$ cat src/rtl/wallace_pkg.sv
// Elaboration-time helpers for the pipelined Wallace multiplier: tree sizing,
// stage split point and the Baugh-Wooley correction constant.
package wallace_pkg;

  function automatic int prod_w(input int w);
    return 2 * w;
  endfunction

  // Partial-product rows plus one row for the signed-mode correction constant.
  function automatic int pp_rows(input int w);
    return w + 1;
  endfunction

  function automatic int csa_rows_out(input int n);
    return 2 * (n / 3) + (n % 3);
  endfunction

  function automatic int rows_after(input int n, input int layers);
    int r;
    r = n;
    for (int i = 0; i < layers; i++) r = csa_rows_out(r);
    return r;
  endfunction

  function automatic int wallace_layers(input int w);
    int r;
    int k;
    r = pp_rows(w);
    k = 0;
    while (r > 2) begin
      r = csa_rows_out(r);
      k++;
    end
    return k;
  endfunction

  // Stage 1 keeps reducing until at most half the original height remains.
  function automatic int split_layer(input int w);
    int r;
    int k;
    int lim;
    r   = pp_rows(w);
    lim = (r + 1) / 2;
    k   = 0;
    while (r > lim) begin
      r = csa_rows_out(r);
      k++;
    end
    return k;
  endfunction

  function automatic logic [63:0] bw_const(input int w);
    logic [63:0] c;
    c = 64'd0;
    c[w] = 1'b1;
    c[2*w-1] = 1'b1;
    return c;
  endfunction

endpackage

$ cat src/rtl/wallace_csa_layer.sv
// One combinational 3:2 compression layer: each group of three rows becomes a
// sum row and a left-shifted carry row; leftover rows pass straight through.
module wallace_csa_layer
  import wallace_pkg::*;
#(
  parameter int ROWS_IN = 3,
  parameter int COL_W   = 16
) (
  input  logic [ROWS_IN*COL_W-1:0]               rows_i,
  output logic [csa_rows_out(ROWS_IN)*COL_W-1:0] rows_o
);

  localparam int GROUPS = ROWS_IN / 3;
  localparam int LEFT   = ROWS_IN % 3;

  for (genvar g = 0; g < GROUPS; g++) begin : g_fa
    logic [COL_W-1:0] a_s;
    logic [COL_W-1:0] b_s;
    logic [COL_W-1:0] c_s;
    assign a_s = rows_i[(3*g)*COL_W +: COL_W];
    assign b_s = rows_i[(3*g+1)*COL_W +: COL_W];
    assign c_s = rows_i[(3*g+2)*COL_W +: COL_W];
    assign rows_o[(2*g)*COL_W +: COL_W]   = a_s ^ b_s ^ c_s;
    assign rows_o[(2*g+1)*COL_W +: COL_W] = ((a_s & b_s) | (a_s & c_s) | (b_s & c_s)) << 1;
  end

  for (genvar k = 0; k < LEFT; k++) begin : g_pass
    assign rows_o[(2*GROUPS+k)*COL_W +: COL_W] = rows_i[(3*GROUPS+k)*COL_W +: COL_W];
  end

endmodule

$ cat src/rtl/pipelined_wallace_multiplier.sv
// Three-stage Wallace-tree multiplier with valid/ready handshake, per-op
// signed (Baugh-Wooley) or unsigned mode, and a passthrough tag.
module pipelined_wallace_multiplier
  import wallace_pkg::*;
#(
  parameter int WIDTH = 8,
  parameter int TAG_W = 4
) (
  input  logic                 clk,
  input  logic                 rst,
  input  logic                 in_valid,
  output logic                 in_ready,
  input  logic [WIDTH-1:0]     in_x,
  input  logic [WIDTH-1:0]     in_y,
  input  logic                 in_signed,
  input  logic [TAG_W-1:0]     in_tag,
  output logic                 out_valid,
  input  logic                 out_ready,
  output logic [2*WIDTH-1:0]   out_p,
  output logic [TAG_W-1:0]     out_tag
);

  localparam int PROD_W = prod_w(WIDTH);
  localparam int N0     = pp_rows(WIDTH);
  localparam int L_ALL  = wallace_layers(WIDTH);
  localparam int L_S1   = split_layer(WIDTH);
  localparam int L_S2   = L_ALL - L_S1;
  localparam int R1     = rows_after(N0, L_S1);
  localparam logic [PROD_W-1:0] BW_CONST = PROD_W'(bw_const(WIDTH));

  logic                       v1_q, v2_q, v3_q;
  logic                       adv_d;
  logic [N0-1:0][PROD_W-1:0]  pp_d;
  logic [R1*PROD_W-1:0]       s1_rows_d, s1_rows_q;
  logic [PROD_W-1:0]          sum_d, carry_d, sum_q, carry_q;
  logic [PROD_W-1:0]          p_d, out_p_q, c_d;
  logic [TAG_W-1:0]           s1_tag_q, s2_tag_q, out_tag_q;

  assign adv_d     = !v3_q || out_ready;
  assign in_ready  = adv_d;
  assign out_valid = v3_q;
  assign out_p     = out_p_q;
  assign out_tag   = out_tag_q;

  // Signed mode inverts the cross terms that involve exactly one operand MSB.
  always_comb begin
    pp_d = '0;
    for (int i = 0; i < WIDTH; i++) begin
      for (int j = 0; j < WIDTH; j++) begin
        pp_d[i][i+j] = (in_x[j] & in_y[i]) ^ (in_signed & ((i == WIDTH-1) != (j == WIDTH-1)));
      end
    end
    pp_d[WIDTH] = in_signed ? BW_CONST : {PROD_W{1'b0}};
  end

  for (genvar l = 0; l < L_S1; l++) begin : g_s1
    localparam int RI = rows_after(N0, l);
    logic [csa_rows_out(RI)*PROD_W-1:0] rows_s;
    if (l == 0) begin : g_first
      wallace_csa_layer #(.ROWS_IN(RI), .COL_W(PROD_W)) u_csa (.rows_i(pp_d), .rows_o(rows_s));
    end else begin : g_next
      wallace_csa_layer #(.ROWS_IN(RI), .COL_W(PROD_W)) u_csa (.rows_i(g_s1[l-1].rows_s), .rows_o(rows_s));
    end
  end
  assign s1_rows_d = g_s1[L_S1-1].rows_s;

  for (genvar l = 0; l < L_S2; l++) begin : g_s2
    localparam int RI = rows_after(R1, l);
    logic [csa_rows_out(RI)*PROD_W-1:0] rows_s;
    if (l == 0) begin : g_first
      wallace_csa_layer #(.ROWS_IN(RI), .COL_W(PROD_W)) u_csa (.rows_i(s1_rows_q), .rows_o(rows_s));
    end else begin : g_next
      wallace_csa_layer #(.ROWS_IN(RI), .COL_W(PROD_W)) u_csa (.rows_i(g_s2[l-1].rows_s), .rows_o(rows_s));
    end
  end
  assign sum_d   = g_s2[L_S2-1].rows_s[PROD_W-1:0];
  assign carry_d = g_s2[L_S2-1].rows_s[2*PROD_W-1:PROD_W];

  // Final ripple-carry add; the carry out of the top column is dropped.
  always_comb begin
    c_d = '0;
    for (int k = 0; k < PROD_W - 1; k++) begin
      c_d[k+1] = (sum_q[k] & carry_q[k]) | (sum_q[k] & c_d[k]) | (carry_q[k] & c_d[k]);
    end
    p_d = sum_q ^ carry_q ^ c_d;
  end

  // All stages move together on adv; data registers load only behind a valid.
  always_ff @(posedge clk) begin
    if (rst) begin
      v1_q      <= 1'b0;
      v2_q      <= 1'b0;
      v3_q      <= 1'b0;
      s1_rows_q <= '0;
      s1_tag_q  <= '0;
      sum_q     <= '0;
      carry_q   <= '0;
      s2_tag_q  <= '0;
      out_p_q   <= '0;
      out_tag_q <= '0;
    end else if (adv_d) begin
      v1_q <= in_valid;
      v2_q <= v1_q;
      v3_q <= v2_q;
      if (in_valid) begin
        s1_rows_q <= s1_rows_d;
        s1_tag_q  <= in_tag;
      end
      if (v1_q) begin
        sum_q    <= sum_d;
        carry_q  <= carry_d;
        s2_tag_q <= s1_tag_q;
      end
      if (v2_q) begin
        out_p_q   <= p_d;
        out_tag_q <= s2_tag_q;
      end
    end
  end

endmodule

$ cat config.mk
export PLATFORM = sky130hd
export DESIGN_NAME = pipelined_wallace_multiplier
export DESIGN_NICKNAME = d
export VERILOG_FILES = /design/src/rtl/wallace_pkg.sv /design/src/rtl/wallace_csa_layer.sv /design/src/rtl/pipelined_wallace_multiplier.sv
export SDC_FILE = /design/constraint.sdc
export NUM_CORES = 1
export LEC_CHECK = 0
export ABC_AREA = 0
export ABC_CLOCK_PERIOD_IN_PS = 18880
export CAP_MARGIN = 20
export CORE_MARGIN = 2
export CORE_UTILIZATION = 60
export DETAILED_ROUTE_END_ITERATION = 10
export GPL_TIMING_DRIVEN = 1
export PLACE_DENSITY = 0.92
export SLEW_MARGIN = 40
export SYNTH_ARGS = -nofsm -noshare
export SYNTH_HDL_FRONTEND = slang
export SYNTH_HIERARCHICAL = 1
export SYNTH_SLANG_ARGS = --single-unit
$ cat constraint.sdc
create_clock -name clk -period 18.88 [get_ports clk]
set_input_delay 3.776 -clock clk [delete_from_list [all_inputs] [get_ports clk]]
set_output_delay 3.776 -clock clk [all_outputs]
set_load 0.05 [all_outputs]
## Yosys cells after proc, flatten, opt, wreduce, memory -nomap -nowiden

Cells that the tools add are included.

| storage, ports and cells | value |
|---|---|
| output and inout bits | 22 |
| input bits | 25 |
| logic and storage cells | 211 |
| flip-flop bits (word level) | 124 |

| cells by class | value |
|---|---|
| reductions and logical operators | 5 |
| muxes and demuxes | 1 |
| bitwise logic cells | 195 |

Operators by type and width:

| operator | count |
|---|---|
| $and 15x15->15 | 13 |
| $or 15x15->15 | 12 |
| $xor 16x16->16 | 8 |
| $and 1x1->1 | 104 |
| $and 14x15->15 | 2 |
| $or 1x1->1 | 26 |
| $mux 16 | 1 |
| $xor 10x16->16 | 1 |
| $xor 15x16->16 | 1 |
| $xor 16x13->16 | 1 |
| $or 15x10->15 | 1 |
| $or 15x13->15 | 1 |
| $xor 14x15->15 | 1 |
| $xor 1x1->1 | 14 |
| $and 11x13->13 | 1 |
| $and 12x13->13 | 1 |
| $xor 12x13->13 | 1 |
| $and 11x12->12 | 1 |
| $xor 11x12->12 | 1 |
| $and 8x10->10 | 1 |
| $and 9x10->10 | 1 |
| $xor 9x10->10 | 1 |
| $and 8x9->9 | 1 |
| $xor 8x9->9 | 1 |
| 3 further kinds | 5 |

## Depth between registers and ports, before layout

| logic depth | value |
|---|---|
| word-level depth | 41 |
| mapped depth | 18 |
| depth with buffers taken out | 18 |

## Modules after synthesis

Netlist, hierarchy kept.

By module, submodules not included:

| module | times used | sequential area each (um^2) | area an instance (um^2) | cells each |
|---|---|---|---|---|
| pipelined_wallace_multiplier | 1 | 2542.4 | 5753.0 | 678 |
| wallace_csa_layer (g_s1[0].g_first.u_csa) | 1 | 0.0 | 998.5 | 52 |
| wallace_csa_layer (g_s1[1].g_next.u_csa) | 1 | 0.0 | 666.9 | 35 |
| wallace_csa_layer (g_s2[0].g_first.u_csa) | 1 | 0.0 | 455.4 | 34 |
| wallace_csa_layer (g_s2[1].g_next.u_csa) | 1 | 0.0 | 335.3 | 18 |

## Least setup slack after synthesis

Ideal clock, no wire load.

| timing path | value |
|---|---|
| path type | input-to-output |
| from | input out_ready |
| to | output in_ready |
| setup slack | 10.776 ns |
| stages on the path | 5 |
| path buffers | 3 |
| required time | 15.104 ns |
| data arrival time | 4.328 ns |
| cell sequence | nor2b_4 -> buf_6 -> inv_4 -> buf_12 -> buf_8 |

| on the way | value |
|---|---|
| cells in the longest elaborated chain, start to end | 1 |

Ends and longest elaborated chain:

| element | RTL line | source |
|---|---|---|
| start, declared | pipelined_wallace_multiplier.sv:18 | `input logic out_ready,` |
| $logic_or 1x1->1 | pipelined_wallace_multiplier.sv:39 | `assign adv_d = !v3_q \|\| out_ready;` |
| end, declared | pipelined_wallace_multiplier.sv:12 | `output logic in_ready,` |

No other way between the ends.

## Worst setup path after layout

Same ends and word-level chain as after synthesis.

==> impl_metrics.py <==
metrics = {
    "floorplanning": {
        "floorplan.die_area_um2": 14600,
        "rows": 42,
        "core_region_area_um2": 13300,
        "io_pins": 47,
        "die_h_um": 121,
        "initial_utilization_pct": 61.7,
        "die_w_um": 121,
    },
    "worst_setup_path": {
        "crit_type": "primary input to output port",
        "crit_fanout": 127,
        "crit_arrival_ns": 6.36,
        "start_kind": "primary input",
        "cp-end-kind": "output port",
        "worstPathRequired_ns": 15.10,
    },
    "clock_tree": {
        "cts-resized-gates": 0,
        "cts_setup_buffers": 0,
        "cts_tree": "built",
        "h-tree-depth": 4,
        "cts_root_buffer": "clkbuf_16",
        "clk_pin_slew_ns": 0.06,
        "cts_sinks": 127,
        "holdBufCountCts": 0,
        "insertion_delay_ns": 0.43,
        "clock_tree.buffer_depth": 2,
        "cts_buffers": 17,
    },
    "timing": {
        "whs_ns": 0.475,
        "setup_viol": 0,
        "clock_skew_ns": 0.0133,
        "fin_setup_tns_ns": 0,
        "finalHoldViolCount": 0,
        "fin_crit_sh_pct": 53.7,
        "maxSlewHeadroom_pct": 43.3,
        "min_period_ns": 10.14,
        "maxSlewViolCount": 0,
        "rsz0062_at_grt": "no",
        "fmax_ghz": 0.0986,
        "worst_slew_pin_slew_ns": 0.850,
    },
    "drt": {
        "avgRoutedWirePerCell_um": 18.7,
        "vias": 6350,
        "ant_nets": 0,
        "via_per_inst": 5.98,
        "wirelength_mm": 19.9,
        "route.detailed.drc": 0,
        "drtIter0Drc": 883,
        "dr.pass1.iters": 6,
    },
    "global_route": {
        "track_usage_pct": 29.1,
        "gr-total-overflow": 0,
        "antenna_found_initial": 0,
        "grt_pass1_vias": 6479,
        "grt_max_degree": 128,
        "grt_pass1_wl_mm": 32.9,
    },
    "power": {
        "p_int_mw": 0.577,
        "power.net_switching_mw": 0.247,
        "switching_share_pct": 29.9,
        "seq_power_share_pct": 37.7,
        "power_mw": 0.824,
        "p_comb_share_pct": 23.3,
        "power_density_nw_per_um2": 89.8,
        "clockPowerShare_pct": 39.0,
        "p_leak_nw": 3.70,
        "ir_drop_uv": 85.2,
    },
    "synth": {
        "synth_compound_area_share_pct": 15.3,
        "muxShareOfSynthArea_pct": 0,
        "synth_warnings": 6,
        "synth.avg_cell_area_um2": 10.0,
        "synthAdderAreaFrac_pct": 29.2,
        "synth_top_family_by_area": "adder cells",
        "ys_ff_latch": 127,
        "netlist_instances": 817,
        "synth_area_um2": 8210,
        "yosysSeqAreaShare_pct": 31.0,
        "synth_xor_xnor_area_share_pct": 3.81,
        "synth.distinct_cells": 24,
        "yosys.area_share.simple_pct": 12.7,
    },
    "finish": {
        "final_cells": 1061,
        "nFillCells": 921,
        "area_growth_pct": 11.8,
        "antennaDiodeCount": 0,
        "drive_above_1_share_pct": 5.42,
        "utilization_pct": 69.0,
        "nets": 1017,
    },
    "place": {
        "io_buffers": 46,
        "dp_cells": 1029,
        "hpwl_mm": 11.8,
        "place_congestion": 0.828,
    },
    "status": {
        "outcome": "finished clean",
    },
    "job": {
        "max_cap_viol_count": 0,
    },
    "min_path": {
        "hold_class": "register to register",
    },
}
## registers in the layout, indices dropped and copies added (netlist names)
signal,count
out_valid,1
sum_q,16
out_tag,4
s2_tag_q,4
s1_rows_q,64
s1_tag_q,4
carry_q,16
out_p,16
v2_q,1
v1_q,1
## stage by stage
| step | setup WS [ns] | cell area [µm²] |
|---|---|---|
| floorplan | 10.78 | 8510 |
| global placement | 8.57 | 8600 |
| detailed placement | 8.86 | 8600 |
| CTS | 8.80 | 9180 |
| global route | 8.65 | 9180 |
| finish | 8.74 | 9180 |
## per-layer routing
metal	vias up	part of all wire, %	track usage, %
met5	-	0	0
met4	0	3.2	11.9
met3	56	7.0	5.03
met2	360	51	47.4
met1	3151	39	38.7
li1	2783	-	-
## placed cells by master (no fill, tap or decap), types with 2 or more instances in the layout
| master | instances |
|---|---|
| clkbuf_16 | 17 |
| and2_1 | 50 |
| buf_6 | 2 |
| nand3_2 | 6 |
| nand3_1 | 118 |
| nand2_1 | 18 |
| buf_2 | 2 |
| clkbuf_1 | 2 |
| bufinv_16 | 2 |
| o21ai_0 | 117 |
| clkinv_2 | 6 |
| xor3_1 | 8 |
| clkbuf_8 | 2 |
| conb_1 | 85 |
| o21ai_1 | 7 |
| clkdlybuf4s50_1 | 43 |
| buf_4 | 4 |
| dfxtp_1 | 127 |
| a21oi_1 | 127 |
| fa_1 | 119 |
| clkinv_4 | 2 |
| inv_4 | 2 |
| xnor2_1 | 14 |
## cells by family (layout without fill, tap and decap cells)
group           Yosys count  count (layout)
flops                   127             127
simple gates            193             193
compound gates          251             251
other cells               5              85
xor+xnor                 22              22
fa+ha+maj               120             120
buf+inv                  99              87
## path summary, 6_finish.rpt
path / start / endpoint / slack (ns) / cells after the start
max: out_ready / in_ready / 8.74 / 5
min: out_p[11] / out_p[11] / 0.47 / 2
max reg2reg: sum_q[0] / out_p[15] / 11.96 / 18
min reg2reg: out_p[11] / out_p[11] / 0.47 / 2
## area by class of cell
type	instances	area, µm²	area share, %
multi-input cells	671	5330	58.0
clock buffers	21	460	5.02
repair buffers	51	493	5.37
inverters	4	20.0	0.218
well taps	176	220	2.40
flip-flops and latches	127	2540	27.7
clock inverters	11	115	1.25
## synth_stat cells
cell type	count	area, µm²
buf_6	13	146
conb_1	5	18.8
buf_4	25	188
nor2b_4	1	13.8
nand3_1	118	591
clkbuf_1	30	113
and2_1	50	313
ha_1	1	12.5
inv_1	2	7.51
fa_1	119	2380
a21oi_1	127	636
o21ai_1	7	35.0
buf_12	2	40.0
buf_2	22	110
inv_4	1	6.26
xor3_1	8	190
xnor2_1	14	123
nand3_2	6	60.1
dfxtp_1	127	2540
nand2_1	18	67.6
buf_8	1	15.0
inv_2	1	3.75
clkbuf_2	2	10.0
o21ai_0	117	586
## power groups by stage
stage,combinational (mW),clock (mW),sequential [mW]
finish,0.192,0.321,0.310
detailed placement,0.178,0,0.314
global placement,0.170,0,0.313
floorplan,0.141,0,0.312
CTS,0.184,0.320,0.310
global route,0.215,0.333,0.313
## worst max-delay path, cell delays in order
cell and delay [ns]:
clkdlybuf4s50_1 0.47, nor2b_4 0.15, buf_6 0.57, inv_4 0.46
clkdlybuf4s50_1 0.83
Power figures use the tool's default switching activity.
